**config.mk**
```make
export PLATFORM = sky130hd
export DESIGN_NAME = sbmips_stack
export DESIGN_NICKNAME = d
export VERILOG_FILES = /design/src/rtl/sbmips_stack.sv
export SDC_FILE = /design/constraint.sdc
export NUM_CORES = 1
export LEC_CHECK = 0
export ABC_CLOCK_PERIOD_IN_PS = 7620
export BUFFER_PORTS_ARGS = -buffer_cell sky130_fd_sc_hd__buf_2
export CORE_ASPECT_RATIO = 0.7
export CORE_MARGIN = 2
export CORE_UTILIZATION = 65
export CTS_BUF_LIST = sky130_fd_sc_hd__clkbuf_4 sky130_fd_sc_hd__clkbuf_8
export DETAILED_ROUTE_END_ITERATION = 7
export HOLD_SLACK_MARGIN = 0.05
export PLACE_DENSITY = 0.84
export SYNTH_ARGS = -nofsm -noshare
export SYNTH_HDL_FRONTEND = slang
export SYNTH_SLANG_ARGS = --single-unit
```
**constraint.sdc**
```tcl
create_clock -name clk -period 7.62 [get_ports clk]
set_input_delay 1.524 -clock clk [delete_from_list [all_inputs] [get_ports clk]]
set_output_delay 1.524 -clock clk [all_outputs]
set_load 0.1 [all_outputs]
```
**src/rtl/sbmips_stack.sv**
```systemverilog
`default_nettype none
// ============================================================================
// Module      : sbmips_stack
// Description : LIFO stack of DEPTH x WIDTH registers with push, pop,
//               top-of-stack peek and same-cycle replace. dout is a
//               registered capture of the top entry. Sticky overflow and
//               underflow flags.
//               Build option: define STACK_GUARD_EN to enable boundary
//               protection. Without it the stack pointer wraps, count
//               saturates and the error flags are tied low.
// Revision    : 1.0 - initial release
// ============================================================================
module sbmips_stack #(
    parameter int WIDTH = 8,
    parameter int DEPTH = 16
) (
    input  logic                   clk,
    input  logic                   rst,
    input  logic                   push,
    input  logic                   pop,
    input  logic                   tos,
    input  logic [WIDTH-1:0]       din,
    input  logic                   err_clr,
    output logic [WIDTH-1:0]       dout,
    output logic [$clog2(DEPTH):0] count,
    output logic                   empty,
    output logic                   full,
    output logic                   err_ovf,
    output logic                   err_udf
);

    // DEPTH must be a power of two (>= 2) so the pointer wraps naturally.
    localparam int              c_AW       = $clog2(DEPTH);
    localparam int              c_CW       = c_AW + 1;
    localparam logic [c_AW-1:0] c_SP_ONE   = c_AW'(1);
    localparam logic [c_CW-1:0] c_CNT_ONE  = c_CW'(1);
    localparam logic [c_CW-1:0] c_CNT_FULL = c_CW'(DEPTH);

    logic [WIDTH-1:0] r_mem [DEPTH];
    logic [c_AW-1:0]  r_sp;
    logic [c_CW-1:0]  r_count;
    logic [WIDTH-1:0] r_dout;

    logic             w_empty;
    logic             w_full;
    logic [c_AW-1:0]  w_top;
    logic [WIDTH-1:0] w_top_data;
    logic [c_AW-1:0]  w_sp_nxt;
    logic [c_CW-1:0]  w_count_nxt;
    logic             w_dout_ld;
    logic             w_mem_we;
    logic [c_AW-1:0]  w_waddr;
`ifdef STACK_GUARD_EN
    logic             w_ovf_evt;
    logic             w_udf_evt;
`endif

    assign w_empty    = (r_count == '0);
    assign w_full     = (r_count == c_CNT_FULL);
    assign w_top      = r_sp - c_SP_ONE;
    // Read uses pre-edge contents; no forwarding of this cycle's write.
    assign w_top_data = r_mem[w_top];

    // Decode the prioritised operation into next-state controls.
    always_comb begin
        w_sp_nxt    = r_sp;
        w_count_nxt = r_count;
        w_dout_ld   = 1'b0;
        w_mem_we    = 1'b0;
        w_waddr     = r_sp;
`ifdef STACK_GUARD_EN
        w_ovf_evt   = 1'b0;
        w_udf_evt   = 1'b0;
`endif
        if (push && pop) begin
            if (w_empty) begin
                // Replace on an empty stack degenerates to a plain push.
                w_mem_we    = 1'b1;
                w_sp_nxt    = r_sp + c_SP_ONE;
                w_count_nxt = r_count + c_CNT_ONE;
            end else begin
                // Replace: old top goes out, din takes its slot.
                w_dout_ld = 1'b1;
                w_mem_we  = 1'b1;
                w_waddr   = w_top;
            end
        end else if (pop) begin
`ifdef STACK_GUARD_EN
            if (w_empty) begin
                w_udf_evt = 1'b1;
            end else begin
                w_dout_ld   = 1'b1;
                w_sp_nxt    = w_top;
                w_count_nxt = r_count - c_CNT_ONE;
            end
`else
            // Unguarded: pointer wraps, count floors at zero.
            w_dout_ld = 1'b1;
            w_sp_nxt  = w_top;
            if (!w_empty) begin
                w_count_nxt = r_count - c_CNT_ONE;
            end
`endif
        end else begin
            // Peek captures the old top before any push in the same cycle.
            if (tos && !w_empty) begin
                w_dout_ld = 1'b1;
            end
`ifdef STACK_GUARD_EN
            if (tos && w_empty) begin
                w_udf_evt = 1'b1;
            end
`endif
            if (push) begin
`ifdef STACK_GUARD_EN
                if (w_full) begin
                    w_ovf_evt = 1'b1;
                end else begin
                    w_mem_we    = 1'b1;
                    w_sp_nxt    = r_sp + c_SP_ONE;
                    w_count_nxt = r_count + c_CNT_ONE;
                end
`else
                // Unguarded: overwrite slot sp when full, count saturates.
                w_mem_we = 1'b1;
                w_sp_nxt = r_sp + c_SP_ONE;
                if (!w_full) begin
                    w_count_nxt = r_count + c_CNT_ONE;
                end
`endif
            end
        end
    end

    // Storage array, not reset. A write landing while reset is held can only
    // hit slot 0, which reset has just declared free.
    always_ff @(posedge clk) begin
        if (w_mem_we) begin
            r_mem[w_waddr] <= din;
        end
    end

    // Pointer, occupancy and captured-data registers with async reset.
    always_ff @(posedge clk or posedge rst) begin
        if (rst) begin
            r_sp    <= '0;
            r_count <= '0;
            r_dout  <= '0;
        end else begin
            r_sp    <= w_sp_nxt;
            r_count <= w_count_nxt;
            if (w_dout_ld) begin
                r_dout <= w_top_data;
            end
        end
    end

`ifdef STACK_GUARD_EN
    logic r_err_ovf;
    logic r_err_udf;

    // Sticky error flags; a new event outranks a clear in the same cycle.
    always_ff @(posedge clk or posedge rst) begin
        if (rst) begin
            r_err_ovf <= 1'b0;
            r_err_udf <= 1'b0;
        end else begin
            r_err_ovf <= w_ovf_evt | (r_err_ovf & ~err_clr);
            r_err_udf <= w_udf_evt | (r_err_udf & ~err_clr);
        end
    end

    assign err_ovf = r_err_ovf;
    assign err_udf = r_err_udf;
`else
    // Without boundary protection there are no error conditions.
    logic w_unused_err_clr;
    assign w_unused_err_clr = err_clr;
    assign err_ovf = 1'b0;
    assign err_udf = 1'b0;
`endif

    assign dout  = r_dout;
    assign count = r_count;
    assign empty = w_empty;
    assign full  = w_full;

endmodule
`default_nettype wire

```
## Word-level counts from Yosys, hierarchy flattened

Memory sizes are Yosys's and may differ from the RTL's. A register that Yosys moved wholly into a read port is not among the register bits.
Cells that the tools add are included.

- Bits in writable memories: 128
- Output and inout port bits: 17
- Memories: 1
- Logic and storage cells: 39
- Latch bits: 0
- Bits in read-only memories: 0
- Input bits: 14
- Flip-flop bits (word level): 9

- Bitwise logic cells: 0
- Equality and inequality tests: 4
- Multipliers: 0
- Add/sub/neg operators: 4
- Muxes and demuxes: 21
- Reductions and logical operators: 7
- Shift-type cells: 0
- Order comparisons: 0
- Divide/modulo/power cells: 0

Memories:

| name | words | width | rd ports | clocked after Yosys merged registers in | write ports | RTL line | text |
|---|---|---|---|---|---|---|---|
| r_mem | 16 | 8 | 1 | 1 | 1 | 39 | `logic [WIDTH-1:0] r_mem [DEPTH];` |

Operators by type and width:

| operator | count |
|---|---|
| $mux W5 | 6 |
| $mux W4 | 6 |
| $mux W1 | 9 |
| $ne A3 B2 Y1 const B | 2 |
| $add A5 B1 Y5 const B | 1 |
| $eq A5 B5 Y1 const B | 1 |
| $logic_not A5 Y1 | 1 |
| $sub A5 B1 Y5 const B | 1 |
| $add A4 B1 Y4 const B | 1 |
| $reduce_and A4 Y1 | 1 |
| $sub A4 B1 Y4 const B | 1 |
| $reduce_bool A3 Y1 | 1 |
| $logic_and A1 B1 Y1 | 2 |
| $ne A2 B2 Y1 const B | 1 |
| $reduce_and A2 Y1 | 1 |
| $logic_not A1 Y1 | 1 |

## Depth between registers and ports, before layout

Gate-level depths: netlist of run 1.

- Depth after elaboration: 6
- Depth in mapped cells: 10
- Depth with buffers taken out: 7

## Least setup slack after synthesis of run 1

OpenSTA, ideal clock, no wires.

- Kind: register -> output
- From: register r_count[0], in the netlist count[0]
- To: output port full
- Data required time: 6096 ps
- Slack: 3834 ps
- Path buffers: 0
- Stages on the path, launching flop included: 5
- Data arrival time: 2262 ps
- Cells stage by stage: dfrtp_1 inv_1 ha_1 nor3b_1 and2_1

- Longest elaborated chain between the ends: 1

Ends and longest elaborated chain:

| element | RTL line | text |
|---|---|---|
| start, declared | 41 | `logic [c_CW-1:0] r_count;` |
| start signal, assigned | 151 | `r_count <= w_count_nxt;` |
| $eq A5 B5 Y1 | 59 | `assign w_full = (r_count == c_CNT_FULL);` |
| end, declared | 27 | `output logic full,` |

Every way passes these cells.

## Final worst setup path of run 1

- From: register r_count[0], in the netlist count[0]
- To: output port empty

- Longest elaborated chain between the ends: 1

Ends and longest elaborated chain:

| element | RTL line | text |
|---|---|---|
| $logic_not A5 Y1 | 58 | `assign w_empty = (r_count == '0);` |
| end, declared | 26 | `output logic empty,` |

Every way passes these cells.

==> flow_summary.yaml, run 1 <==
detailed_routing:
  via_count: 3193
  drt-pass1-iter-count: 5
  wl_per_cell_um: 23.3
  drt_iter0_markers: 379
  drc_errors: 0
  viasPerCell: 6.31
  routed_wl_um: 11800
  antenna_left: 0
clocking:
  cts_max_level: 4
  root_buffer: "clkbuf_8"
  cts_resized: 0
  cts_tree: "done"
  clk_pin_slew_ps: 70
  cts-buffers-inserted: 17
  cts_hold_buf: 0
  cts_setup_buffers: 0
  clock_latency_ps: 440
  clockBufferDepth: 2
  cts.sinks: 145
grt:
  grtUsageTotal_pct: 25.3
  grt_pass1_vias: 3162
  use_met1_pct: 36.3
  overflow: 0
  grt_max_degree: 44
  antenna_found_initial: 0
  busiest_layer: "met2"
  met2_usage_pct: 38.4
  grt_util_met3_pct: 6.65
  grt_pass1_wl_um: 18000
critical_path:
  required_ps: 6100
  cp-end-kind: "output pin"
  cpLargestDelayFamily: "buffers and inverters"
  worstPathArrival_ps: 2410
  crit_path_top_delay_cell: "or4b_1"
  path_max_fanout: 11
  cp_cell_sequence: "inv_1 > ha_1 > or4b_1 > inv_6 > buf_2"
  crit_path_max_incr_delay_ps: 620
  cp_num_buf_inv: 3
  cp-start-kind: "register"
  critPathKind: "register to output pin"
synth:
  synth_cells: 326
  synth.distinct_cells: 43
  synth_edf_count: 128
  syn_avg_cell_area_um2: 18.8
  async_flop_share_pct: 11.7
  yosysSeqAreaShare_pct: 69.6
  ys_seq_elements: 145
  synth_warnings: 0
  synthFlopType: "edfxtp_1"
  synth_area_mm2: 0.00613
place:
  dp_hpwl_um: 7530
  gp_congestion: 0.795
  io_buffers: 27
  dpl_cell_area_mm2: 0.00646
sta:
  finalHoldViolCount: 0
  setup_violations: 0
  maxSlewViolCount: 0
  tightest_slew_ps: 765
  finalSetupTns_ps: 0
  fin_skew_ps: 11.3
  finalCriticalPeriod_ps: 3930
  max_freq_mhz: 254
  relSlewSlack_pct: 49.0
  fin_crit_sh_pct: 51.6
  rsz0062_at_grt: "false"
layout:
  fin_util_pct: 75.6
  antenna_cells: 0
  stdcell_area_mm2: 0.00688
  layout-drive-gt1-share_pct: 32.7
  fin_nets: 389
  multiInputGateArea_mm2: 0.00173
  layout-area-overhead-vs-synth_pct: 12.3
  num-fill-cells: 515
  regArea_mm2: 0.00427
  mostFrequentLayoutCells: "128 x edfxtp_1, 33 x mux4_2, 29 x mux2i_1"
  final_common_cell: "edfxtp_1"
worst_hold_path:
  hold_class: "register to register"
power:
  vdd_drop_max_v: 0.000244
  p_leak_nw: 2.40
  power_density_mw_per_mm2: 452
floorplan:
  ios: 31
  initial_utilization_pct: 67.3
  die-height_um: 85.2
  core_area_mm2: 0.00911
  die_area_mm2: 0.0102
  rows: 29
  die_w_um: 120
status:
  status: "completed"
flow_run:
  cap_viol_max_count: 0
-- cells by family (layout without fill, tap and decap cells) --
kind of cell,after synthesis,count (layout),synth area share [%]
compound gates,20,20,2.29
xor+xnor,9,9,1.29
fa+ha+maj,4,4,0.817
buf+inv,28,83,2.37
flops,145,145,69.6
mux,71,71,18.5
other cells,1,2,0.0612
simple gates,48,48,5.02
-- state kept, by name (all words and copies together) (netlist names) --
signal	flops
count	5
dout	8
r_mem	128
r_sp	4
-- layer usage --
metal | wire [µm] | vias to the layer above | part of all wire, %
met4 | 138 | 0 | 1.2
met3 | 763 | 18 | 6.5
li1 | - | 1405 | -
met2 | 5710 | 130 | 48
met5 | 0 | - | 0
met1 | 5180 | 1640 | 44
-- cell usage after synthesis (2+ instances only) --
cell      instances  area (µm²)
edfxtp_1        128        3840
mux4_2           33         743
mux2i_1          29         290
dfrtp_1          17         425
nor3b_1          17         128
clkbuf_1          9        33.8
mux2_2            9         101
buf_2             7        35.0
nand2_1           7        26.3
a31oi_1           6        37.5
inv_1             6        22.5
nor2_1            5        18.8
xor2_1            5        43.8
ha_1              4        50.1
xnor2_1           4        35.0
nor4_1            3        18.8
a211oi_1          2        15.0
a21oi_1           2        10.0
a32oi_1           2        17.5
buf_4             2        15.0
nand4_1           2        12.5
nor2_2            2        12.5
nor3_1            2        10.0
nor4b_1           2        17.5
o21ai_0           2        10.0
o31a_1            2        17.5
-- path summary, 6_finish.rpt --
| kind | start | endpoint | slack [ps] | cells past startpoint |
|---|---|---|---|---|
| setup / recovery | count[0] | empty | 3690 | 5 |
| hold / removal | dout[3] | dout[3] | 500 | 1 |
| setup reg to reg | r_sp[0] | dout[4] | 4280 | 8 |
| hold reg to reg | dout[3] | dout[3] | 500 | 1 |
| max in group asynchronous | rst | r_sp[0] | 5990 | 2 |
| min in group asynchronous | rst | count[4] | 1170 | 2 |
-- worst reg2reg max path, stage by stage, from the launching register on --
cell and delay, ps:
dfrtp_2 350, buf_4 600, inv_1 240, ha_1 480, buf_4 460, mux4_2 450
mux2i_1 210, mux2i_1 140, mux2_2 300
-- where the power goes --
group	switching, mW	internal [mW]	leakage, nW	total, mW
Combinational	0.888	0.519	0.839	1.41
Clock	0.285	0.355	0.208	0.640
Sequential	0.0696	0.992	1.35	1.06
Total	1.24	1.87	2.40	3.11
-- stage by stage --
step,std cells,hold WS (ps),total power [mW],worst slack [ps]
global route,506,533,3.23,3580
finish,506,505,3.11,3690
CTS,506,509,3.12,3670
floorplan,327,610,2.15,3830
detailed placement,476,492,2.48,4040
global placement,476,486,2.43,4150
-- layout make-up --
class,count,share of cell area (%)
Sequential cell,145,62.1
Multi-Input combinational cell,154,25.1
Timing Repair Buffer,46,4.04
Clock buffer,17,3.40
Clock inverter,13,2.71
Tap cell,124,2.25
Inverter,7,0.455
(Power assumes the default switching activity.)
==> run 2, diff against run 1 <==
==> config.mk (replaced) <==
export PLATFORM = sky130hd
export DESIGN_NAME = sbmips_stack
export DESIGN_NICKNAME = d
export VERILOG_FILES = /design/src/rtl/sbmips_stack.sv
export SDC_FILE = /design/constraint.sdc
export NUM_CORES = 1
export LEC_CHECK = 0
export ABC_AREA = 1
export ABC_CLOCK_PERIOD_IN_PS = 3700
export BUFFER_PORTS_ARGS = -buffer_cell sky130_fd_sc_hd__buf_2
export CORE_ASPECT_RATIO = 0.7
export CORE_MARGIN = 2
export CORE_UTILIZATION = 64
export CTS_BUF_LIST = sky130_fd_sc_hd__clkbuf_4 sky130_fd_sc_hd__clkbuf_8
export DETAILED_ROUTE_END_ITERATION = 7
export HOLD_SLACK_MARGIN = 0.05
export PLACE_DENSITY = 0.83
export SYNTH_ARGS = -nofsm -noshare
export SYNTH_HDL_FRONTEND = slang
export SYNTH_SLANG_ARGS = --single-unit
==> constraint.sdc (replaced) <==
create_clock -name clk -period 3.7 [get_ports clk]
set_input_delay 0.74 -clock clk [delete_from_list [all_inputs] [get_ports clk]]
set_output_delay 0.74 -clock clk [all_outputs]
set_load 0.1 [all_outputs]
==> run 2 against run 1 <==
Via count up 47%. Clock power up 100%. Hold slack worse by 120 ps. Register-to-register slack worse by 3400 ps. Sequential power up 110%. Combinational power up 140%. First-iteration DRC count up 56%. Sequential share of layout area down 3.6 points. Utilization down 4.5 points. Global-route usage up 2.5 points. Clock skew down 1.6 ps. Count of clock-buffer cells in the layout up 5. Largest cell class unchanged. Highest routed layer unchanged.
==> flow_summary.yaml, run 2 <==
clocking:
  root_buffer: "clkbuf_8"
  clk_pin_slew_ps: 80
  cts_setup_buffers: 0
  cts_tree: "done"
  cts.sinks: 145
  cts_max_level: 4
  clock_latency_ps: 440
  cts-buffers-inserted: 17
  clockBufferDepth: 2
  cts_hold_buf: 0
  cts_resized: 0
power:
  vdd_drop_max_v: 0.000575
  power_density_mw_per_mm2: 931
  swShare_pct: 47.2
  p_leak_nw: 3.28
  power_frac_clock_pct: 19.1
  p_switching_mw: 3.21
  combPwrFrac_pct: 48.9
  seq_power_share_pct: 32.0
  power.internal_mw: 3.59
layout:
  num-fill-cells: 726
  antenna_cells: 0
  layout-area-overhead-vs-synth_pct: 9.18
  fin_nets: 733
  fin_util_pct: 71.1
  final_common_cell: "nand2_1"
  stdcell_area_mm2: 0.00731
  largest_register_ffs: 128
  mostFrequentLayoutCells: "232 x nand2_1, 128 x edfxtp_1, 108 x inv_1"
  layout-drive-gt1-share_pct: 11.8
  top_register: "r_mem"
place:
  dpl_cell_area_mm2: 0.00688
  io_buffers: 27
  dp_slack_ps: 926
  dp_hpwl_um: 9620
  gp_congestion: 0.942
synth:
  synth_cells: 691
  synth_edf_count: 128
  synth_most_common_cell: "nand2_1"
  synth_warnings: 0
  synth_area_leader_cell: "edfxtp_1"
  async_flop_share_pct: 11.7
  synth_area_mm2: 0.00669
  ys_seq_elements: 145
  synthFlopType: "edfxtp_1"
  yosysSeqAreaShare_pct: 63.8
  syn_avg_cell_area_um2: 9.68
  synth.distinct_cells: 34
  synthDominantCellAreaShare_pct: 57.4
  synth_commonest_cells: "232 x nand2_1, 128 x edfxtp_1, 108 x inv_1, 105 x nand3_1, 21 x nor2_1"
  synthTopCellsByArea: "edfxtp_1 57%, nand2_1 13%, nand3_1 7.9%, dfrtp_1 6.4%, inv_1 6.1%"
sta:
  fin_crit_sh_pct: 76.0
  relSlewSlack_pct: 42.7
  maxSlewViolCount: 0
  fin_skew_ps: 9.68
  setup_ws_ps: 888
  hold_ws_ps: 384
  setup_violations: 0
  finalSetupTns_ps: 0
  rsz0062_at_grt: "false"
  finalHoldViolCount: 0
  finalCriticalPeriod_ps: 2810
  max_freq_mhz: 356
  tightest_slew_ps: 859
critical_path:
  worstPathArrival_ps: 2880
  path_max_fanout: 18
  required_ps: 3770
  crit_path_max_incr_delay_ps: 590
  cp_cell_sequence: "inv_1 > ha_1 > xnor2_4 > nand3_1 > a21oi_1 > nand2_1 > nor2_1"
  critPathKind: "register to register"
  crit_path_top_delay_cell: "nor2_1"
  cp-start-kind: "register"
  cp-end-kind: "register"
  r2r_cells: 7
detailed_routing:
  viasPerCell: 5.47
  drt-pass1-iter-count: 6
  routed_wl_um: 14700
  wl_per_cell_um: 17.1
  drc_errors: 0
  antenna_left: 0
  drt_iter0_markers: 591
  via_count: 4702
grt:
  grt_pass1_vias: 4400
  grt_pass1_wl_um: 23000
  antenna_found_initial: 0
  grt_max_degree: 67
  grtUsageTotal_pct: 27.7
  overflow: 0
status:
  status: "completed"
worst_hold_path:
  hold_class: "input pin to async pin"
floorplan:
  die-height_um: 89.6
  core_area_mm2: 0.0103
  ios: 31
  initial_utilization_pct: 65.1
  die_w_um: 126
  rows: 31
  die_area_mm2: 0.0113
flow_run:
  cap_viol_max_count: 0
==> run 2: cell count changes after synthesis, sizes merged, moves of 6 or more <==
cell   change
o21ai     +13
a31oi      -6
buf        +9
nand3    +105
nor2      +16
mux4      -33
inv      +109
mux2i     -29
nand2    +229
nor3b     -17
mux2       -9
==> run 2: worst max-delay path: cells and delay by family, from the launching register on <==
kind            cells  cell delay [ps]
flops               1              370
simple gates        3              960
xor+xnor            1              470
buf+inv             1              100
fa+ha+maj           1              300
compound gates      1              240
==> run 2: final timing paths <==
kind                       startpoint          end  slack [ps]
max reg2reg                   r_sp[1]  r_mem[8][2]         890
max in group asynchronous         rst      r_sp[0]        2840
min reg2reg                   dout[5]      dout[5]         490
max                           r_sp[1]  r_mem[8][2]         890
min in group clk              dout[5]      dout[5]         490
min                               rst      dout[0]         380
==> run 2: power groups by stage <==
stage | Clock, mW | Combinational, mW | Sequential, mW
after global placement | 0 | 3.14 | 2.19
after floorplan | 0 | 2.02 | 2.66
after global routing | 1.38 | 3.63 | 2.20
after detailed placement | 0 | 3.25 | 2.21
after CTS | 1.31 | 3.27 | 2.17
final | 1.30 | 3.32 | 2.18
==> run 2: per-stage QoR <==
stage                     total power [mW]  std cells
final                                 6.80        860
after global routing                  7.21        860
after CTS                             6.75        860
after detailed placement              5.46        828
after global placement                5.34        828
after floorplan                       4.68        692
==> run 2: kinds of logic after synthesis <==
family          share of synthesized area (%)
fa+ha+maj                               0.748
xor+xnor                                 1.42
flops                                    63.8
compound gates                           1.80
buf+inv                                  8.84
other cells                            0.0560
simple gates                             23.3
==> run 2: area by class of cell <==
cell class / instances / area [µm²] / area share (%)
clock buffers: 22 / 290 / 3.97
clock inverters: 10 / 134 / 1.83
inverters: 119 / 447 / 6.11
multi-input cells: 401 / 1830 / 25.1
flip-flops and latches: 145 / 4270 / 58.5
well taps: 132 / 165 / 2.26
repair buffers: 31 / 165 / 2.26
==> run 2: routing by layer <==
layer | global-route usage, % | vias to the layer above | wire length (µm)
met2 | 42.7 | 200 | 6810
met1 | 39.4 | 2220 | 6440
li1 | - | 2252 | -
met5 | 0 | - | 0
met4 | 9.59 | 0 | 251
met3 | 7.12 | 30 | 1210
